**src/rtl/serial_addsub_if.sv**
```systemverilog
// Request/result bundle for serial_addsub: the requester drives operands and start,
// and the adder/subtractor drives status and result.
interface serial_addsub_if #(
  parameter int WIDTH = 8
);
  logic             start;
  logic             mode;
  logic [WIDTH-1:0] a;
  logic [WIDTH-1:0] b;
  logic             busy;
  logic             done;
  logic [WIDTH-1:0] result;
  logic             cb;
  logic             ovf;

  // start is taken only while the unit is idle.
  // done pulses for one cycle, and result/cb/ovf are valid with it.
  // There is no backpressure, and a start seen while busy is dropped.
  modport master (
    output start, mode, a, b,
    input  busy, done, result, cb, ovf
  );

  modport slave (
    input  start, mode, a, b,
    output busy, done, result, cb, ovf
  );
endinterface

```
**src/rtl/serial_addsub.sv**
```systemverilog
// Multi-cycle adder/subtractor that handles STEP bits per clock, LSB first.
// A registered carry/borrow links one slice to the next.
module serial_addsub #(
  parameter int WIDTH = 8,
  parameter int STEP  = 1
) (
  input  logic               clk,
  input  logic               rst,
  serial_addsub_if.slave     bus,
  output logic [1:0]         state_o
);
  localparam int N    = WIDTH / STEP;
  localparam int IDXW = (N > 1) ? $clog2(N) : 1;

  localparam logic [1:0] S_IDLE = 2'd0;
  localparam logic [1:0] S_RUN  = 2'd1;
  localparam logic [1:0] S_DONE = 2'd2;

  logic [1:0]       state_q;
  logic [WIDTH-1:0] a_q, b_q, result_q;
  logic             mode_q, carry_q, cb_q, ovf_q;
  logic [IDXW-1:0]  idx_q;

  logic [STEP-1:0]  sl_a, sl_b, sl_r;
  logic             carry_d, ovf_d, last_slice;

  assign sl_a       = a_q[int'(idx_q) * STEP +: STEP];
  assign sl_b       = b_q[int'(idx_q) * STEP +: STEP];
  assign last_slice = (idx_q == IDXW'(N - 1));

  // Ripple the carry (add) or borrow (sub) through the STEP bits of this slice.
  always_comb begin
    carry_d = carry_q;
    sl_r    = '0;
    for (int k = 0; k < STEP; k++) begin
      sl_r[k] = sl_a[k] ^ sl_b[k] ^ carry_d;
      if (mode_q)
        carry_d = (~sl_a[k] & sl_b[k]) | (carry_d & ~(sl_a[k] ^ sl_b[k]));
      else
        carry_d = (sl_a[k] & sl_b[k]) | (carry_d & (sl_a[k] ^ sl_b[k]));
    end
  end

  // At the last slice, sl_r[STEP-1] is the result MSB.
  always_comb begin
    if (mode_q)
      ovf_d = (a_q[WIDTH-1] != b_q[WIDTH-1]) && (sl_r[STEP-1] != a_q[WIDTH-1]);
    else
      ovf_d = (a_q[WIDTH-1] == b_q[WIDTH-1]) && (sl_r[STEP-1] != a_q[WIDTH-1]);
  end

  always_ff @(posedge clk or posedge rst) begin
    if (rst) begin
      state_q  <= S_IDLE;
      a_q      <= '0;
      b_q      <= '0;
      mode_q   <= 1'b0;
      carry_q  <= 1'b0;
      idx_q    <= '0;
      result_q <= '0;
      cb_q     <= 1'b0;
      ovf_q    <= 1'b0;
    end else begin
      case (state_q)
        S_IDLE: begin
          if (bus.start == 1'b1) begin
            state_q <= S_RUN;
            a_q     <= bus.a;
            b_q     <= bus.b;
            mode_q  <= bus.mode;
            carry_q <= 1'b0;
            idx_q   <= '0;
          end
        end
        S_RUN: begin
          result_q[int'(idx_q) * STEP +: STEP] <= sl_r;
          carry_q <= carry_d;
          if (last_slice) begin
            state_q <= S_DONE;
            idx_q   <= '0;
            cb_q    <= carry_d;
            ovf_q   <= ovf_d;
          end else begin
            idx_q   <= idx_q + IDXW'(1);
          end
        end
        S_DONE:  state_q <= S_IDLE;
        default: state_q <= S_IDLE;
      endcase
    end
  end

  assign bus.busy   = (state_q == S_RUN) || (state_q == S_DONE);
  assign bus.done   = (state_q == S_DONE);
  assign bus.result = result_q;
  assign bus.cb     = cb_q;
  assign bus.ovf    = ovf_q;
  assign state_o    = state_q;
endmodule

```
**src/flat_wrapper.sv**
```systemverilog
// flat-port wrapper written by rule: the top's interface ports become plain ports
module serial_addsub_flat 
#(
  parameter int WIDTH = 8,
  parameter int STEP  = 1
)
  (clk, rst, state_o, bus_start, bus_mode, bus_a, bus_b, bus_busy, bus_done, bus_result, bus_cb, bus_ovf);
  serial_addsub_if #(.WIDTH(WIDTH)) bus_i ();
  input  logic clk;
  input  logic rst;
  output logic [1:0] state_o;
  input wire logic [$bits(bus_i.start)-1:0] bus_start;
  input wire logic [$bits(bus_i.mode)-1:0] bus_mode;
  input wire logic [$bits(bus_i.a)-1:0] bus_a;
  input wire logic [$bits(bus_i.b)-1:0] bus_b;
  output wire logic [$bits(bus_i.busy)-1:0] bus_busy;
  output wire logic [$bits(bus_i.done)-1:0] bus_done;
  output wire logic [$bits(bus_i.result)-1:0] bus_result;
  output wire logic [$bits(bus_i.cb)-1:0] bus_cb;
  output wire logic [$bits(bus_i.ovf)-1:0] bus_ovf;
  assign bus_i.start = bus_start;
  assign bus_i.mode = bus_mode;
  assign bus_i.a = bus_a;
  assign bus_i.b = bus_b;
  assign bus_busy = bus_i.busy;
  assign bus_done = bus_i.done;
  assign bus_result = bus_i.result;
  assign bus_cb = bus_i.cb;
  assign bus_ovf = bus_i.ovf;
  serial_addsub #(.WIDTH(WIDTH), .STEP(STEP)) u_core (.clk(clk), .rst(rst), .bus(bus_i), .state_o(state_o));
endmodule
```
**config.mk**
```make
export PLATFORM = sky130hd
export DESIGN_NAME = serial_addsub_flat
export DESIGN_NICKNAME = d
export VERILOG_FILES = /design/src/rtl/serial_addsub_if.sv /design/src/rtl/serial_addsub.sv /design/src/flat_wrapper.sv
export SDC_FILE = /design/constraint.sdc
export NUM_CORES = 1
export LEC_CHECK = 0
export CAP_MARGIN = 5
export CELL_PAD_IN_SITES_DETAIL_PLACEMENT = 1
export CELL_PAD_IN_SITES_GLOBAL_PLACEMENT = 2
export CORE_UTILIZATION = 41
export DETAILED_ROUTE_END_ITERATION = 8
export DONT_BUFFER_PORTS = 1
export GPL_ROUTABILITY_DRIVEN = 0
export PLACE_DENSITY = 0.83
export SLEW_MARGIN = 40
export SYNTH_ARGS = -nofsm -noshare
export SYNTH_HDL_FRONTEND = slang
export SYNTH_SLANG_ARGS = --single-unit
```
**constraint.sdc**
```tcl
create_clock -name clk -period 3.9 [get_ports clk]
set_input_delay 0.195 -clock clk [delete_from_list [all_inputs] [get_ports clk]]
set_output_delay 0.195 -clock clk [all_outputs]
set_load 0.005 [all_outputs]
```
==> results.py, run 1 <==
metrics = {
    "power_and_ir_drop": {
        "peakVddDrop_mv": 0.328,
        "leakagePower_nw": 0.812,
        "power_density_nw_per_um2": 868,
    },
    "layout": {
        "drive_above_1_share_pct": 9.70,
        "area_delta_synth_final_pct": 8.04,
        "fillers": 425,
        "antenna_cells": 0,
        "layout.cells.non_filler": 184,
        "layout.nets": 163,
    },
    "worst_setup_path": {
        "crit_type": "register to register",
        "path_max_fanout": 12,
        "crit_buf_inv": 0,
        "cp-start-kind": "register",
        "critPathTopFamily": "multiplexers",
        "crit_path_top_delay_cell": "dfrtp_1",
        "cp-end-kind": "register",
        "slowest_delay_ps": 620,
        "worstPathArrival_ps": 2900,
        "path_cells": "mux4_2 > mux2i_1 > fa_1 > nor3b_1 > a221o_1",
        "required_ps": 4060,
    },
    "timing": {
        "setup_viol": 0,
        "slew_violations": 0,
        "finalCritPeriodShare_pct": 70.2,
        "final.min_clock_period_ps": 2740,
        "skew_ps": 4.81,
        "hold_violations": 0,
        "max_freq_mhz": 365,
        "max_slew.worst_pin.slew_ps": 451,
        "rsz0062_at_grt": "no",
        "slew_headroom_pct": 69.9,
        "finalSetupTns_ps": 0,
    },
    "logic_synthesis": {
        "synthCells": 129,
        "yosys_register_bits": 33,
        "synth-simple-area-share_pct": 10.4,
        "synth_edf_count": 0,
        "syn_avg_cell_area_um2": 13.2,
        "synth_top_area_share_pct": 48.7,
        "synthFlopType": "dfrtp_1",
        "synth_top_family_by_area": "multiplexers",
        "synth_nets": 158,
        "synth_warnings": 0,
        "async_reset_ff_share_pct": 100,
        "syn_area_um2": 1700,
        "synth.area.top_cells": "dfrtp_1, mux2_1, ha_1, mux4_2, fa_1",
        "yosysTopAreaCell": "dfrtp_1",
        "synth.mux.area_fraction_pct": 25.1,
        "seq_area_frac_synth_pct": 48.7,
        "synth_cell_types": 34,
        "synth_compound_area_share_pct": 3.76,
        "yosys.area_share.adder_pct": 7.52,
        "yosys.area_share.xor_xnor_pct": 0.516,
    },
    "floorplanning": {
        "fp-row-count": 23,
        "die_area_um2": 4400,
        "pin_count": 34,
        "die-width_um": 66.3,
        "core_um2": 4000,
        "die_height_um": 66.3,
        "start_util_pct": 42.4,
    },
    "status": {
        "status": "finished, final reports clean",
    },
    "place": {
        "place_inst": 176,
        "dp_hpwl_um": 2500,
        "io_buffers": 0,
    },
    "clocking": {
        "cts_tree": "done",
        "htree_levels": 2,
        "cts_resized": 0,
        "clkLatencyLatePin_ps": 280,
        "clkSinkCount": 33,
        "cts_buffers": 5,
        "path_clk_slew_ps": 60,
        "clockBufferDepth": 2,
        "cts-root-buf": "clkbuf_8",
    },
    "global_routing": {
        "grt_usage_pct": 17.5,
        "grt_pass1_wl_um": 5550,
        "antenna_found_initial": 0,
        "grt_pass1_vias": 1117,
        "grt_remaining_overflow": 0,
        "grt_max_degree": 34,
    },
    "run": {
        "cap_violations": 0,
    },
    "drt": {
        "wl_per_cell_um": 17.7,
        "post-route-drc-count": 0,
        "antenna_left": 0,
        "avgViaCountPerCell": 5.60,
        "dr.pass1.iters": 4,
        "drt-initial-drc-count": 45,
        "wirelength_um": 3260,
        "vias": 1031,
    },
    "hold_path": {
        "hp-class": "input pin to register",
    },
}
[layer usage]
| metal | global-route usage (%) | routed length (um) |
|---|---|---|
| met4 | 8.78 | 64 |
| met2 | 30.5 | 1700 |
| met1 | 19.6 | 1300 |
| met3 | 4.66 | 198 |
| met5 | 0 | 0 |
[cell type report]
class | instances | area (um^2) | share of cell area, %
Timing Repair Buffer | 2 | 17.5 | 0.956
Inverter | 10 | 37.5 | 2.05
Multi-Input combinational cell | 82 | 803 | 43.8
Tap cell | 50 | 62.6 | 3.41
Sequential cell | 33 | 826 | 45.1
Clock buffer | 7 | 86.3 | 4.71
[cells by family (layout without fill, tap and decap cells)]
logic type	Yosys count	in the layout
mux	34	34
flops	33	33
simple gates	29	29
buf+inv	14	19
fa+ha+maj	9	9
compound gates	9	9
xor+xnor	1	1
[layout by cell type, fill, tap and decap left out, types with 2 or more instances in the layout]
cell type / synthesis / final
a21oi_1: 4 / 4
clkbuf_8: 0 / 6
dfrtp_1: 33 / 33
fa_1: 2 / 2
ha_1: 7 / 7
inv_1: 10 / 10
mux2_1: 26 / 26
mux2i_1: 4 / 4
mux4_2: 3 / 3
nand2_1: 8 / 8
nand2b_1: 3 / 3
nand3_1: 2 / 2
nand4_1: 2 / 2
nor2_1: 2 / 2
o31ai_1: 2 / 2
[state kept, by name (all words and copies together) (netlist names)]
signal / flops
u_core.a_q: 8
u_core.b_q: 8
u_core.bus.result: 8
u_core.idx_q: 3
u_core.state_o: 2
u_core.bus.cb: 1
u_core.bus.ovf: 1
u_core.carry_q: 1
u_core.mode_q: 1
[repair_timing]
item / in CTS / in global routing
buffers inserted: 0 / 0
hold buffers: 1 / 0
endpoints found under the hold margin: 33 / 0
[cell usage after synthesis, types with 2 or more instances]
master and instances:
ha_1 7, nand3_1 2, mux2i_1 4, a21oi_1 4
nand2b_1 3, buf_4 2, fa_1 2, nor2_1 2
nand4_1 2, nand2_1 8, mux2_1 26, inv_1 10
o31ai_1 2, dfrtp_1 33, mux4_2 3
[path summary, 6_finish.rpt]
path	from	endpoint	slack [ps]	cells past startpoint
setup / recovery	u_core.idx_q[0]	u_core.bus.ovf	1160	5
max in group asynchronous	rst	u_core.a_q[0]	3140	3
hold / removal	bus_a[1]	u_core.a_q[1]	40	1
hold reg to reg	u_core.a_q[2]	u_core.a_q[2]	500	1
setup reg to reg	u_core.idx_q[0]	u_core.bus.ovf	1160	5
min in group asynchronous	rst	u_core.bus.result[5]	450	3
[report_power, final]
group          internal, mW  switching, mW
registers             0.501          0.138
clock network         0.140          0.114
logic                 0.329          0.370
[worst register-to-register path, cell delays in order (launching register included)]
cell and delay [ps]:
dfrtp_1 620, mux4_2 580, mux2i_1 300, fa_1 620
nor3b_1 210, a221o_1 310
[per-stage QoR]
stage	instance area, um^2	utilization, %	total power, mW	hold slack, ps	setup WS, ps
after floorplan	1700	-	1.18	324	1480
after global placement	1740	43.4	1.29	191	1300
after detailed placement	1740	43.4	1.36	199	1120
after CTS	1830	45.8	1.62	37.4	1110
after global routing	1830	45.8	1.73	35.5	1000
final	1830	45.8	1.59	44.1	1160
No activity file was read; power rests on OpenSTA's default activity.
==> run 2: changes to the inputs <==
--- a/config.mk
+++ b/config.mk
@@ -8,11 +8,11 @@
 export CAP_MARGIN = 5
 export CELL_PAD_IN_SITES_DETAIL_PLACEMENT = 1
 export CELL_PAD_IN_SITES_GLOBAL_PLACEMENT = 2
-export CORE_UTILIZATION = 41
+export CORE_UTILIZATION = 37
 export DETAILED_ROUTE_END_ITERATION = 8
 export DONT_BUFFER_PORTS = 1
 export GPL_ROUTABILITY_DRIVEN = 0
-export PLACE_DENSITY = 0.83
+export PLACE_DENSITY = 0.8
 export SLEW_MARGIN = 40
 export SYNTH_ARGS = -nofsm -noshare
 export SYNTH_HDL_FRONTEND = slang
==> constraint.sdc (replaced) <==
create_clock -name clk -period 2.2 [get_ports clk]
set_input_delay 0.11 -clock clk [delete_from_list [all_inputs] [get_ports clk]]
set_output_delay 0.11 -clock clk [all_outputs]
set_load 0.005 [all_outputs]
==> results.py, run 2 (synthesis results as in run 1) <==
metrics = {
    "power_and_ir_drop": {
        "p_comb_share_pct": 51.2,
        "switchingPower_mw": 1.23,
        "peakVddDrop_mv": 0.638,
        "p_int_mw": 1.97,
        "p_sw_share_pct": 38.5,
        "power_density_nw_per_um2": 1510,
        "clkPwrFrac_pct": 13.5,
        "leakagePower_nw": 0.939,
        "seq_power_share_pct": 35.4,
    },
    "clocking": {
        "cts_buffers": 5,
        "clkSinkCount": 33,
        "cts_tree": "done",
        "clockBufferDepth": 2,
        "path_clk_slew_ps": 70,
        "clkLatencyLatePin_ps": 280,
        "htree_levels": 2,
        "cts-root-buf": "clkbuf_8",
    },
    "layout": {
        "final_common_cell": "dfrtp_1",
        "layout.nets": 188,
        "antenna_cells": 0,
        "drive_above_1_share_pct": 22.5,
        "area_delta_synth_final_pct": 25.0,
        "final_cell_mix": "dfrtp_1, dlygate4sd3_1, mux2_1, inv_1, mux2_4",
        "post-route-util_pct": 48.4,
        "fillers": 465,
    },
    "timing": {
        "final.min_clock_period_ps": 2250,
        "slew_headroom_pct": 72.4,
        "rsz0062_at_grt": "yes",
        "holdWs_ps": 19.2,
        "max_slew.worst_pin.slew_ps": 414,
        "setup_viol": 4,
        "skew_ps": 5.69,
        "slew_violations": 0,
        "max_freq_mhz": 444,
        "finalCritPeriodShare_pct": 102,
        "hold_violations": 0,
        "worst_slack_ps": -53.2,
    },
    "status": {
        "violations": "negative setup slack",
        "status": "complete, but fails checks",
    },
    "floorplanning": {
        "core_um2": 4380,
        "die_height_um": 69.7,
        "die_area_um2": 4860,
        "die-width_um": 69.7,
        "fp-row-count": 24,
        "start_util_pct": 38.7,
        "pin_count": 34,
    },
    "run": {
        "cap_violations": 0,
    },
    "hold_path": {
        "hold_depth": 2,
        "hp-class": "input pin to register",
    },
    "drt": {
        "vias": 1130,
        "post-route-drc-count": 0,
        "wl_per_cell_um": 17.5,
        "antenna_left": 0,
        "dr.pass1.iters": 3,
        "wirelength_um": 3700,
        "drt-initial-drc-count": 19,
        "avgViaCountPerCell": 5.33,
    },
    "global_routing": {
        "grt_max_degree": 34,
        "grt_pass1_vias": 1249,
        "grt_usage_pct": 16.8,
        "grt_remaining_overflow": 0,
        "grt_pass1_wl_um": 6220,
        "antenna_found_initial": 0,
    },
    "worst_setup_path": {
        "path_max_fanout": 5,
        "rr_worst_depth": 6,
        "required_ps": 2360,
        "worstPathArrival_ps": 2420,
        "crit_type": "register to register",
        "cp-end-kind": "register",
        "cp-start-kind": "register",
    },
    "place": {
        "io_buffers": 0,
        "dp_hpwl_um": 2600,
    },
}
-- run 2: cell count changes in the layout (fill, tap and decap cells not counted), sizes merged --
cell         previous run  this run
clkbuf                  7         6
clkinv                  0         2
dlygate4sd3             1        19
buf                     1         8
-- run 2: metrics by stage --
step                power (mW)  area, um^2  worst slack, ps  cells  setup TNS, ps
detailed placement        2.51        1780             -178    183          -1520
finish                    3.20        2120            -53.2    212          -59.6
floorplan                 2.18        1710             -159    129           -403
global placement          2.39        1780             -142    183          -1230
CTS                       3.16        2090            -58.3    210           -152
global route              3.46        2120             -163    212           -982
-- run 2: path summary, 6_finish.rpt --
path	to	start	slack [ps]
min in group asynchronous	u_core.bus.result[2]	rst	360
hold / removal	u_core.state_o[0]	bus_start	20
setup reg to reg	u_core.bus.ovf	u_core.idx_q[0]	-50
max in group asynchronous	u_core.idx_q[0]	rst	1520
hold reg to reg	u_core.b_q[5]	u_core.b_q[5]	510
setup / recovery	u_core.bus.ovf	u_core.idx_q[0]	-50
-- run 2: power by group through the flow --
stage	Combinational, mW	Sequential [mW]	Clock (mW)
floorplan	1.14	1.04	0
CTS	1.58	1.14	0.446
global placement	1.28	1.11	0
detailed placement	1.37	1.14	0
finish	1.64	1.13	0.432
global route	1.82	1.17	0.478
-- run 2: what timing repair did --
item | 4_1_cts | 5_1_grt
gates resized for setup | 12 | 4
hold buffers | 19 | 0
pin swaps | 1 | 3
setup endpoints to repair | 9 | 9
setup buffers | 0 | 2
hold endpoints to repair | 51 | 0
-- run 2: layout make-up --
class                   instances  area, um^2  area share (%)
repair buffers                 27         254            12.0
well taps                      52        65.1            3.07
flip-flops and latches         33         827            39.0
clock buffers                   6        72.6            3.42
inverters                      10        37.5            1.77
clock inverters                 2        10.0           0.472
multi-input cells              82         855            40.3
-- run 2: layer usage --
metal / track usage (%) / routed length [um] / vias to the layer above
li1: - / - / 521
met1: 19.7 / 1530 / 574
met2: 30.2 / 1990 / 28
met3: 3.78 / 133 / 7
met4: 6.00 / 45 / 0
met5: 0 / 0 / -
-- run 2: worst max-delay path: stages (launching register included) --
cell	delay (ps)
dfrtp_2	440
mux4_2	530
nand2_2	100
nand2_2	70
fa_1	520
nor3b_2	180
a221o_1	300
==> run 3: changes to the inputs <==
--- a/config.mk
+++ b/config.mk
@@ -6,13 +6,11 @@
 export NUM_CORES = 1
 export LEC_CHECK = 0
 export CAP_MARGIN = 5
-export CELL_PAD_IN_SITES_DETAIL_PLACEMENT = 1
-export CELL_PAD_IN_SITES_GLOBAL_PLACEMENT = 2
-export CORE_UTILIZATION = 37
+export CORE_UTILIZATION = 41
 export DETAILED_ROUTE_END_ITERATION = 8
 export DONT_BUFFER_PORTS = 1
 export GPL_ROUTABILITY_DRIVEN = 0
-export PLACE_DENSITY = 0.8
+export PLACE_DENSITY = 0.64
 export SLEW_MARGIN = 40
 export SYNTH_ARGS = -nofsm -noshare
 export SYNTH_HDL_FRONTEND = slang
==> results.py, run 3 (synthesis results as in run 1) <==
metrics = {
    "status": {
        "status": "complete, but fails checks",
        "violations": "negative setup slack",
    },
    "power_and_ir_drop": {
        "clkPwrFrac_pct": 13.7,
        "p_comb_share_pct": 51.0,
        "seq_power_share_pct": 35.4,
        "switchingPower_mw": 1.19,
        "leakagePower_nw": 0.928,
        "p_sw_share_pct": 37.7,
        "p_int_mw": 1.96,
        "peakVddDrop_mv": 0.825,
        "power_density_nw_per_um2": 1490,
    },
    "floorplanning": {
        "core_um2": 4000,
        "pin_count": 34,
        "die_area_um2": 4400,
        "start_util_pct": 42.4,
        "die-width_um": 66.3,
        "fp-row-count": 23,
        "die_height_um": 66.3,
    },
    "layout": {
        "final_cell_mix": "dfrtp_1, dlygate4sd3_1, mux2_1, inv_1, mux2_4",
        "final_common_cell": "dfrtp_1",
        "final_area_um2": 2110,
        "antenna_cells": 0,
        "drive_above_1_share_pct": 22.2,
        "layout.cells.non_filler": 208,
        "layout.nets": 186,
        "area_delta_synth_final_pct": 24.2,
    },
    "place": {
        "place_inst": 180,
        "dp_hpwl_um": 2250,
        "place_area_um2": 1770,
        "io_buffers": 0,
    },
    "clocking": {
        "clockBufferDepth": 2,
        "path_clk_slew_ps": 70,
        "clkSinkCount": 33,
        "clkLatencyLatePin_ps": 280,
        "cts_buffers": 5,
        "htree_levels": 2,
        "cts-root-buf": "clkbuf_8",
        "cts_tree": "done",
    },
    "timing": {
        "max_slew.worst_pin.slew_ps": 413,
        "hold_violations": 0,
        "finalSetupTns_ps": -17.5,
        "max_freq_mhz": 451,
        "worst_slack_ps": -17.5,
        "slew_violations": 0,
        "slew_headroom_pct": 72.5,
        "rsz0062_at_grt": "yes",
        "final.min_clock_period_ps": 2220,
        "setup_viol": 1,
        "finalCritPeriodShare_pct": 101,
        "skew_ps": 5.79,
    },
    "worst_setup_path": {
        "crit_path_top_delay_cell": "mux4_2",
        "path_max_fanout": 5,
        "required_ps": 2370,
        "crit_type": "register to register",
        "cp-end-kind": "register",
        "path_cells": "mux4_2 > mux2i_4 > fa_2 > nor3b_1 > a221o_1",
        "worstPathArrival_ps": 2380,
        "crit_buf_inv": 0,
        "slowest_delay_ps": 550,
        "cp-start-kind": "register",
        "critPathTopFamily": "multiplexers",
    },
    "global_routing": {
        "antenna_found_initial": 0,
        "grt_pass1_vias": 1174,
        "grt_remaining_overflow": 0,
        "grt_usage_pct": 17.4,
        "grt_pass1_wl_um": 5480,
        "grt_max_degree": 34,
    },
    "drt": {
        "dr.pass1.iters": 4,
        "wl_per_cell_um": 15.5,
        "wirelength_um": 3220,
        "post-route-drc-count": 0,
        "vias": 1103,
        "avgViaCountPerCell": 5.30,
        "antenna_left": 0,
        "drt-initial-drc-count": 46,
    },
    "run": {
        "cap_violations": 0,
    },
    "hold_path": {
        "hp-class": "input pin to register",
    },
}
[run 3: cell types whose count changed in the layout (fill, tap and decap cells not counted)]
cell / change
nor3b_1: +1
nor3b_2: -1
buf_4: -2
fa_1: -1
fa_2: +1
nor4_2: +1
nor4_1: -1
[run 3: area by class of cell]
| type | instances | area (um^2) |
|---|---|---|
| clock buffer | 6 | 72.6 |
| sequential | 33 | 827 |
| inverter | 10 | 37.5 |
| tap | 50 | 62.6 |
| multi-input combinational | 82 | 858 |
| fill | 351 | 1890 |
| clock inverter | 2 | 10.0 |
| timing repair buffer | 25 | 239 |
[run 3: worst register-to-register path: cells and delay by family (launching register included)]
kind / cells / cell delay [ps]
AOI/OAI and AO/OA: 1 / 280
muxes: 2 / 730
DFF: 1 / 440
and+or+nand+nor: 1 / 150
adders and majority gates: 1 / 490
[run 3: per-stage QoR]
step / power [mW] / setup slack (ps) / utilization, % / hold WS [ps]
after CTS: 3.04 / -34.4 / 51.6 / 19.6
final: 3.15 / -17.5 / 52.7 / 28.7
after floorplan: 2.18 / -159 / - / 239
after detailed placement: 2.46 / -200 / 44.3 / 116
after global routing: 3.40 / -108 / 52.7 / 49.8
after global placement: 2.36 / -111 / 44.3 / 111
[run 3: what timing repair did]
action | in CTS | in global routing
resized for setup | 5 | 12
setup endpoints to repair | 9 | 9
hold endpoints to repair | 51 | 0
pin swaps | 1 | 2
gates cloned | 0 | 0
setup buffers | 1 | 0
hold buffers | 19 | 0
[run 3: worst paths after layout]
check,start,end,slack (ps),cells after the start
worst max-delay path,u_core.idx_q[0],u_core.bus.ovf,-20,5
min in group asynchronous,rst,u_core.carry_q,350,3
worst max register to register,u_core.idx_q[0],u_core.bus.ovf,-20,5
worst min-delay path,bus_start,u_core.state_o[0],30,2
worst min register to register,u_core.b_q[0],u_core.b_q[0],500,1
max in group asynchronous,rst,u_core.idx_q[0],1530,3
[run 3: power by group through the flow]
stage          sequential (mW)  combinational (mW)  clock, mW
6_report                  1.11                1.60      0.430
5_1_grt                   1.16                1.78      0.464
4_1_cts                   1.12                1.48      0.446
3_5_place_dp              1.12                1.34          0
3_3_place_gp              1.11                1.26          0
2_1_floorplan             1.04                1.14          0
[run 3: layer usage]
layer | routed length, um | share of wire, % | GRT usage (%)
met3 | 179 | 5.6 | 5.34
met4 | 59 | 1.8 | 7.98
met2 | 1570 | 49 | 28.8
met5 | 0 | 0 | 0
met1 | 1420 | 44 | 20.4
